$ cat src/rtl/alu_accumulator.sv
// Execute-stage datapath: on each Exec strobe, decodes IR and updates the
// accumulator AR and status Flags; undecodable opcodes pulse ill_op.
`ifndef ZERO
`define ZERO 0
`endif
`ifndef CARRY
`define CARRY 1
`endif
`ifndef NEG
`define NEG 2
`endif
`ifndef OV
`define OV 3
`endif
`ifndef NOP
`define NOP 8'h00
`endif
`ifndef LOAD_X
`define LOAD_X 8'h08
`endif
`ifndef LOAD_I
`define LOAD_I 8'h0C
`endif
`ifndef STORE_X
`define STORE_X 8'h10
`endif
`ifndef STORE_I
`define STORE_I 8'h14
`endif
`ifndef JMP
`define JMP 8'h20
`endif
`ifndef JZ
`define JZ 8'h21
`endif
`ifndef JC
`define JC 8'h22
`endif
`ifndef JN
`define JN 8'h23
`endif
`ifndef JV
`define JV 8'h24
`endif

module alu_accumulator #(
    parameter int DATA_WIDTH = 8,
    parameter int INST_WIDTH = 8
) (
    input  logic                  clk,
    input  logic                  arst,
    input  logic                  Exec,
    input  logic [INST_WIDTH-1:0] IR,
    input  logic [DATA_WIDTH-1:0] IBR,
    input  logic [DATA_WIDTH-1:0] MBR,
    output logic [DATA_WIDTH-1:0] AR,
    output logic [3:0]            Flags,
    output logic                  ill_op
);

    localparam int MSB = DATA_WIDTH - 1;

    logic [DATA_WIDTH-1:0] ar_q, ar_d;
    logic [3:0]            flags_q, flags_d;
    logic                  ill_q, ill_d;

    logic [DATA_WIDTH-1:0] op, op_eff, res;
    logic [DATA_WIDTH:0]   sum, cin_ext;
    logic                  no_effect;

    assign op = IR[2] ? IBR : MBR;
    // Carry-in only for the addc/subc forms.
    assign cin_ext = {{DATA_WIDTH{1'b0}}, IR[1] & flags_q[`CARRY]};
    // Subtraction overflows like an add of the inverted operand.
    assign op_eff = IR[0] ? ~op : op;

    assign no_effect = (IR == `STORE_X) || (IR == `STORE_I) || (IR == `JMP) ||
                       (IR == `JZ) || (IR == `JC) || (IR == `JN) ||
                       (IR == `JV) || (IR == `NOP);

    always_comb begin
        ar_d    = ar_q;
        flags_d = flags_q;
        ill_d   = 1'b0;
        sum     = '0;
        res     = '0;
        if (Exec) begin
            if (IR[7:3] == 5'b01000) begin
                if (IR[0])
                    sum = {1'b0, ar_q} - {1'b0, op} - cin_ext;
                else
                    sum = {1'b0, ar_q} + {1'b0, op} + cin_ext;
                res              = sum[DATA_WIDTH-1:0];
                ar_d             = res;
                flags_d[`CARRY]  = sum[DATA_WIDTH];
                flags_d[`OV]     = (ar_q[MSB] == op_eff[MSB]) && (res[MSB] != ar_q[MSB]);
                flags_d[`ZERO]   = (res == '0);
                flags_d[`NEG]    = res[MSB];
            end else if (IR[7:3] == 5'b10000) begin
                case (IR[1:0])
                    2'b00:   res = ~(ar_q | op);
                    2'b01:   res = ~(ar_q & op);
                    2'b10:   res = ar_q ^ op;
                    default: res = ~(ar_q ^ op);
                endcase
                ar_d           = res;
                flags_d[`OV]   = 1'b0;
                flags_d[`ZERO] = (res == '0);
                flags_d[`NEG]  = res[MSB];
            end else if (IR == `LOAD_X || IR == `LOAD_I) begin
                res            = (IR == `LOAD_I) ? IBR : MBR;
                ar_d           = res;
                flags_d[`ZERO] = (res == '0);
                flags_d[`NEG]  = res[MSB];
            end else if (!no_effect) begin
                ill_d = 1'b1;
            end
        end
    end

    always_ff @(posedge clk) begin
        if (arst) begin
            ar_q    <= '0;
            flags_q <= 4'b0000;
            ill_q   <= 1'b0;
        end else begin
            ar_q    <= ar_d;
            flags_q <= flags_d;
            ill_q   <= ill_d;
        end
    end

    assign AR     = ar_q;
    assign Flags  = flags_q;
    assign ill_op = ill_q;

endmodule

$ cat config.mk
export PLATFORM = sky130hd
export DESIGN_NAME = alu_accumulator
export DESIGN_NICKNAME = d
export VERILOG_FILES = /design/src/rtl/alu_accumulator.sv
export SDC_FILE = /design/constraint.sdc
export NUM_CORES = 1
export LEC_CHECK = 0
export BUFFER_PORTS_ARGS = -buffer_cell sky130_fd_sc_hd__clkbuf_2
export CAP_MARGIN = 20
export CORE_MARGIN = 1
export CORE_UTILIZATION = 50
export CTS_BUF_LIST = sky130_fd_sc_hd__clkbuf_16
export DETAILED_ROUTE_END_ITERATION = 10
export PLACE_DENSITY = 0.79
export SETUP_SLACK_MARGIN = 0.1
export SLEW_MARGIN = 20
export SYNTH_ARGS = -nofsm -noshare
export SYNTH_HDL_FRONTEND = slang
export SYNTH_SLANG_ARGS = --single-unit
export TNS_END_PERCENT = 20
$ cat constraint.sdc
create_clock -name clk -period 3 [get_ports clk]
set_input_delay 0 -clock clk [delete_from_list [all_inputs] [get_ports clk]]
set_output_delay 0 -clock clk [all_outputs]
set_load 0.01 [all_outputs]
==> results of run 1 <==
-- synth_stat cells (4+ instances only) --
cell      instances
inv_1            28
a211o_1           5
nand2_1          19
xnor2_1           4
mux2i_1          36
nor2_1           22
dfxtp_1          12
clkbuf_1          7
mux2_2            9
nand3_1           7
o21a_1            4
o21ai_0           7
nor4_1            5
ha_1             31
xor2_1            7
a21oi_1          15
nand2b_1          9
a211oi_1          6
o221ai_1          4
-- per-stage QoR --
stage	cell area, um2	instances	utilization (%)	worst slack, ns	hold slack, ns
6_report	2700	389	60.8	0.253	0.108
5_1_grt	2700	389	60.8	0.113	0.146
4_1_cts	2690	389	60.5	0.179	0.0977
3_5_place_dp	2610	385	58.7	0.203	0.348
3_3_place_gp	2610	385	58.7	0.231	0.351
2_1_floorplan	2370	302	-	0.138	0.185
-- worst max-delay path, stage by stage (launching register included) --
cell       delay, ns
dfxtp_1         0.38
inv_1           0.11
fa_1            0.47
inv_1           0.09
fa_1            0.43
o32a_1          0.38
a2111oi_0       0.46
nand3_1         0.15
o31ai_1         0.19
-- what timing repair did --
item,4_1_cts,5_1_grt
gates resized for setup,0,5
endpoints found under the setup margin,0,2
hold buffers,0,0
-- path summary, 6_finish.rpt --
kind | startpoint | end | slack, ns | cells after the start
min reg2reg | Flags[3]$_SDFFE_PP0P_ | Flags[3]$_SDFFE_PP0P_ | 0.51 | 2
max reg2reg | AR[0]$_SDFFE_PP0P_ | Flags[0]$_SDFFE_PP0P_ | 0.25 | 8
min | Exec | Flags[3]$_SDFFE_PP0P_ | 0.11 | 4
max | AR[0]$_SDFFE_PP0P_ | Flags[0]$_SDFFE_PP0P_ | 0.25 | 8
-- registers in the layout, summed over array words and instances (netlist names) --
signal / flops
AR: 8
Flags: 3
ill_op: 1
-- cell type report --
type / instances / area, um2
Multi-Input combinational cell: 247 / 1960
Fill cell: 410 / 1740
Timing Repair Buffer: 46 / 248
Sequential cell: 12 / 241
Inverter: 28 / 105
Clock buffer: 3 / 75.1
Tap cell: 52 / 65.1
Clock inverter: 1 / 3.75
-- kinds of logic after synthesis --
family | Yosys count | synth area share (%)
and+or+nand+nor | 90 | 19.6
muxes | 45 | 19.5
buffers and inverters | 43 | 7.55
DFF | 12 | 10.1
adders and majority gates | 34 | 18.9
AOI/OAI and AO/OA | 67 | 20.3
xor gates and xnor gates | 11 | 4.06
-- power breakdown --
part           total, mW  internal, mW  switching, mW
clock network      0.268         0.177         0.0905
logic              0.381         0.167          0.214
registers          0.167         0.163        0.00381
-- metal layers --
metal	vias to the layer above	wire (um)
li1	1168	-
met3	23	452
met4	0	196
met1	1114	3040
met2	105	2990
met5	-	0
-- placed cells by master (no fill, tap or decap), types with 9 or more instances in the layout --
cell type	synthesis	routed
mux2_2	9	9
inv_1	28	28
ha_1	31	30
nor2_1	22	22
dfxtp_1	12	11
clkbuf_2	0	39
nand2b_1	9	9
a21oi_1	15	14
nand2_1	19	18
mux2i_1	36	36
==> metrics, run 1 <==
Die H 70.9 um; CTS tree done; max_cap viols 0; Overflow after GRT 0; met3 Use GR 4.13%; Synth Cell Area 2370 um2; Yosys top cell by area ha_1; Final Cycle Share 91.6%; CP required 3.16 ns; Max-slew headroom 49.8%; CP Max Fanout 4; max-slew violations 0; largest net degree at the start of global routing 27; met1 GRT Util 36.0%; Via density 6.20; post-synthesis area per instance 7.85 um2; yosys warns 0; P&R area growth vs syn 13.9%; ranking of synthesized cells by area ha_1, mux2i_1, dfxtp_1; endpoints failing setup 0; CP startpoint kind flip-flop; ys async rst share 0%; type of element capturing the critical path flip-flop; Tmin final 2.75 ns; global-route wire length before repair 10.8 mm; PwrDens 302 nW/um2; GR peak layer met2; Residual DRC 2; Arr. time, crit path 2.91 ns; Fin Setup TNS 0 ns; Leakage 1.27 nW; GRT Resource Usage Total 27.1%; Syn Inst Count 302; clock sink count 12; total power 0.816 mW; Nets 399; hold crit path type primary input to flip-flop; CP Class flip-flop to flip-flop; CTS buffer count 3; H-tree depth 1; number of synthesized flops with an enable pin 0; Placer Congestion 0.899; Detailed Place HPWL 5.05 mm; Clock Skews 0.00384 ns; failing checks design-rule violations; Initial Util 53.4%; Routed Antenna Nets 0; main flop type after synthesis dfxtp_1; Site Rows 24; drt first pass iters 11; flip-flop and latch count after synthesis 12; IO buf count 39; RSZ-0062 raised after global routing no; Fmax 364 MHz; hold violation count in the final report 0; Ports 40; DR vias 2410; Total Routed Length 6.68 mm; worst-skew pair later-pin latency 0.25 ns; Yosys top cell area share 16.4%; Synth cell types 53; Tightest Pin Transition 0.751 ns; clk buf depth 2; number of antenna violations at the first check in global routing 0; antenna fix cells 0; DIE AREA 5020 um2; post-synthesis sequential area ratio 10.1%; vias in the first global route 2255; CTS root buf clkbuf_16; core area 4440 um2; status complete, but fails checks; Die Wd 70.9 um; Mapped Nets 363; 1st-iter DRT viols 183; clock slew at reported path FFs 0.05 ns; VDD IR max 0.192 mV; post-CTS setup buffer count 0; fraction of layout cells with a size suffix above 1 19.9%; DR WL/cell 17.2 um; met2 Use GR 44.0%
(Power assumes the default switching activity.)
==> run 2: changes to the inputs <==
--- a/config.mk
+++ b/config.mk
@@ -9,8 +9,8 @@
 export CAP_MARGIN = 20
 export CORE_MARGIN = 1
-export CORE_UTILIZATION = 50
+export CORE_UTILIZATION = 30
 export CTS_BUF_LIST = sky130_fd_sc_hd__clkbuf_16
 export DETAILED_ROUTE_END_ITERATION = 10
-export PLACE_DENSITY = 0.79
+export PLACE_DENSITY = 0.54
 export SETUP_SLACK_MARGIN = 0.1
 export SLEW_MARGIN = 20
==> constraint.sdc (replaced) <==
create_clock -name clk -period 3 [get_ports clk]
set_input_delay 0 -clock clk [delete_from_list [all_inputs] [get_ports clk]]
set_output_delay 0 -clock clk [all_outputs]
set_load 0.1 [all_outputs]
==> run 2 against run 1 <==
Effect of this change: hold slack lost 0.0088 ns; fmax shrank 2.6%; critical path type unchanged; the flow now finishes without violations; largest cell class unchanged; sequential power is essentially flat; critical path depth grew 4.
==> metrics, run 2 (synthesized netlist as in run 1, its figures left out) <==
DR vias 2313 (-4.0%); P&R area growth vs syn 17.5%; DP Area 2700 um2 (+3.5%); sw frac 40.0% (+2.2 points); PwrDens 305 nW/um2 (+1.0%); H-tree depth 1 (unchanged); CP required 3.17 ns (about the same); commonest non-fill, non-tap cells in the layout clkbuf_2, mux2i_1, ha_1; clock sink count 12 (unchanged); Ports 40 (unchanged); Total Routed Length 7.23 mm (+8.3%); CP Class flip-flop to flip-flop; Die H 90.9 um (+28%); worst-skew pair later-pin latency 0.25 ns (about the same); global-route wire length before repair 11.7 mm (+7.8%); Arr. time, crit path 2.99 ns (+0.08 ns); Seq pwr share 19.6% (-0.9 points); fraction of layout cells with a size suffix above 1 21.8% (+1.9 points); 1st-iter DRT viols 106 (-42%); CP peak stage delay 0.39 ns (-0.08 ns); FF-to-FF setup slack 0.18 ns (-0.07 ns); hold crit path type primary input to flip-flop; VDD IR max 0.127 mV (-34%); Nets 401 (+0.50%); Fin Setup TNS 0 ns (unchanged); Detailed Place HPWL 5.64 mm (+12%); IO buf count 39 (unchanged); CP top delay family compound AO/OA/AOI/OAI gates; Crit path depth 12 (+4); Tmin final 2.82 ns (+0.0719 ns); FF+latch area 254 um2 (+5.2%); Die Wd 90.9 um (+28%); max-slew violations 0 (unchanged); R2R Path End Flags[0]$_SDFFE_PP0P_; Leakage 1.29 nW (+1.3%); post-CTS setup buffer count 0 (unchanged); sequence of cells on the critical path nand2_1 -> xor2_1 -> ha_1 -> a21o_1 -> inv_1 -> fa_1 -> nand2b_1 -> a311o_1 -> a21o_1 -> a211o_1 -> a21o_1 -> o31ai_1; Psw 0.340 mW (+10%); CTS root buf clkbuf_16; CP max-delay cell a311o_1; Tightest Pin Transition 0.790 ns (+0.0387 ns); GRT Resource Usage Total 17.8% (-9.3 points); Overflow after GRT 0 (unchanged); area of the multi-input gates 1960 um2 (-0.32%); Site Rows 32 (+33%); Logic pwr share 48.5% (+1.8 points); status finished clean; fin area 2790 um2 (+3.1%); Via density 5.24 (-15%); Placer Congestion 0.910 (+1.2%); max_cap viols 0 (unchanged); hold_ws 0.0991 ns (-0.00876 ns); total power 0.850 mW (+4.1%); most common cell after layout, fill and taps aside clkbuf_2; core area 7690 um2 (+73%); CP Max Fanout 4 (unchanged); hold violation count in the final report 0 (unchanged); CTS buffer count 3 (unchanged); DR WL/cell 16.4 um (-4.5%); Initial Util 30.8% (-23 points); WP buf/inv 1 (-1); Fmax 355 MHz (-2.6%); CP startpoint kind flip-flop; Max-slew headroom 47.2% (-2.6 points); clock network fraction of design power 31.9% (-0.9 points); cell mode on critical path a21o_1; clk buf depth 2 (unchanged); drt first pass iters 4 (-7); type of element capturing the critical path flip-flop; largest net degree at the start of global routing 19 (-30%); R2R cell count 12 (+4); Clock Skews 0.00219 ns (-0.00165 ns); Final Cycle Share 94.0% (+2.4 points); CTS tree done; # fillers 839 (+100%); critical path launch point Flags[1]$_SDFFE_PP0P_; clock slew at reported path FFs 0.05 ns (about the same); endpoints failing setup 0 (unchanged); Int Pwr 0.510 mW (+0.42%); max reg flops 8 (unchanged); CP endpoint Flags[0]$_SDFFE_PP0P_; Residual DRC 0 (-2); vias in the first global route 2326 (+3.1%); RSZ-0062 raised after global routing yes; worst r2r src Flags[1]$_SDFFE_PP0P_; number of antenna violations at the first check in global routing 0 (unchanged); antenna fix cells 0 (unchanged); Routed Antenna Nets 0 (unchanged); DIE AREA 8260 um2 (+65%)
[run 2: how the worst min path moves through the flow]
| stage | start | end | slack, ns | cells after the start |
|---|---|---|---|---|
| finish | Exec | Flags[1]$_SDFFE_PP0P_ | 0.1 | 4 |
| global placement | Exec | Flags[1]$_SDFFE_PP0P_ | 0.34 | 4 |
| global route | Exec | Flags[1]$_SDFFE_PP0P_ | 0.16 | 4 |
| CTS | Exec | Flags[1]$_SDFFE_PP0P_ | 0.09 | 4 |
| floorplan | Exec | Flags[1]$_SDFFE_PP0P_ | 0.18 | 3 |
| detailed placement | Exec | Flags[1]$_SDFFE_PP0P_ | 0.34 | 4 |
[run 2: layout make-up]
class	instances	share of cell area, %
sequential	12	9.12
tap	102	4.58
multi-input combinational	247	70.3
clock buffer	3	2.70
clock inverter	1	0.135
inverter	28	3.77
timing repair buffer	48	9.43
[run 2: metal layers]
layer,global-route usage (%),part of all wire [%]
met3,1.68,5.1
met4,5.03,1.0
met5,0,0
met1,23.6,47
met2,30.7,47
[run 2: stage by stage]
step | setup WS (ns) | util [%] | instances
global placement | 0.188 | 35.1 | 437
CTS | 0.172 | 36.2 | 441
finish | 0.181 | 36.2 | 441
global route | 0.00655 | 36.2 | 441
floorplan | 0.0826 | - | 302
detailed placement | 0.166 | 35.1 | 437
[run 2: worst reg2reg max path: cells and delay by family (launching register included)]
family	cells	cell delay, ns
AO/OA/AOI/OAI	6	1.42
XOR/XNOR	1	0.20
adder cells (fa/ha/maj)	2	0.45
buffers and inverters	1	0.08
flip-flops	1	0.35
AND/OR/NAND/NOR	2	0.25
[run 2: what timing repair did]
action | 4_1_cts | 5_1_grt
hold buffers | 0 | 0
endpoints found under the setup margin | 0 | 3
hold endpoints to repair | 0 | 0
resized for setup | 0 | 1
[run 2: power by group through the flow]
stage,clock network (mW),registers [mW],logic (mW)
floorplan,0,0.198,0.276
global placement,0,0.170,0.404
detailed placement,0,0.170,0.405
CTS,0.276,0.167,0.409
global route,0.284,0.167,0.452
finish,0.272,0.167,0.412
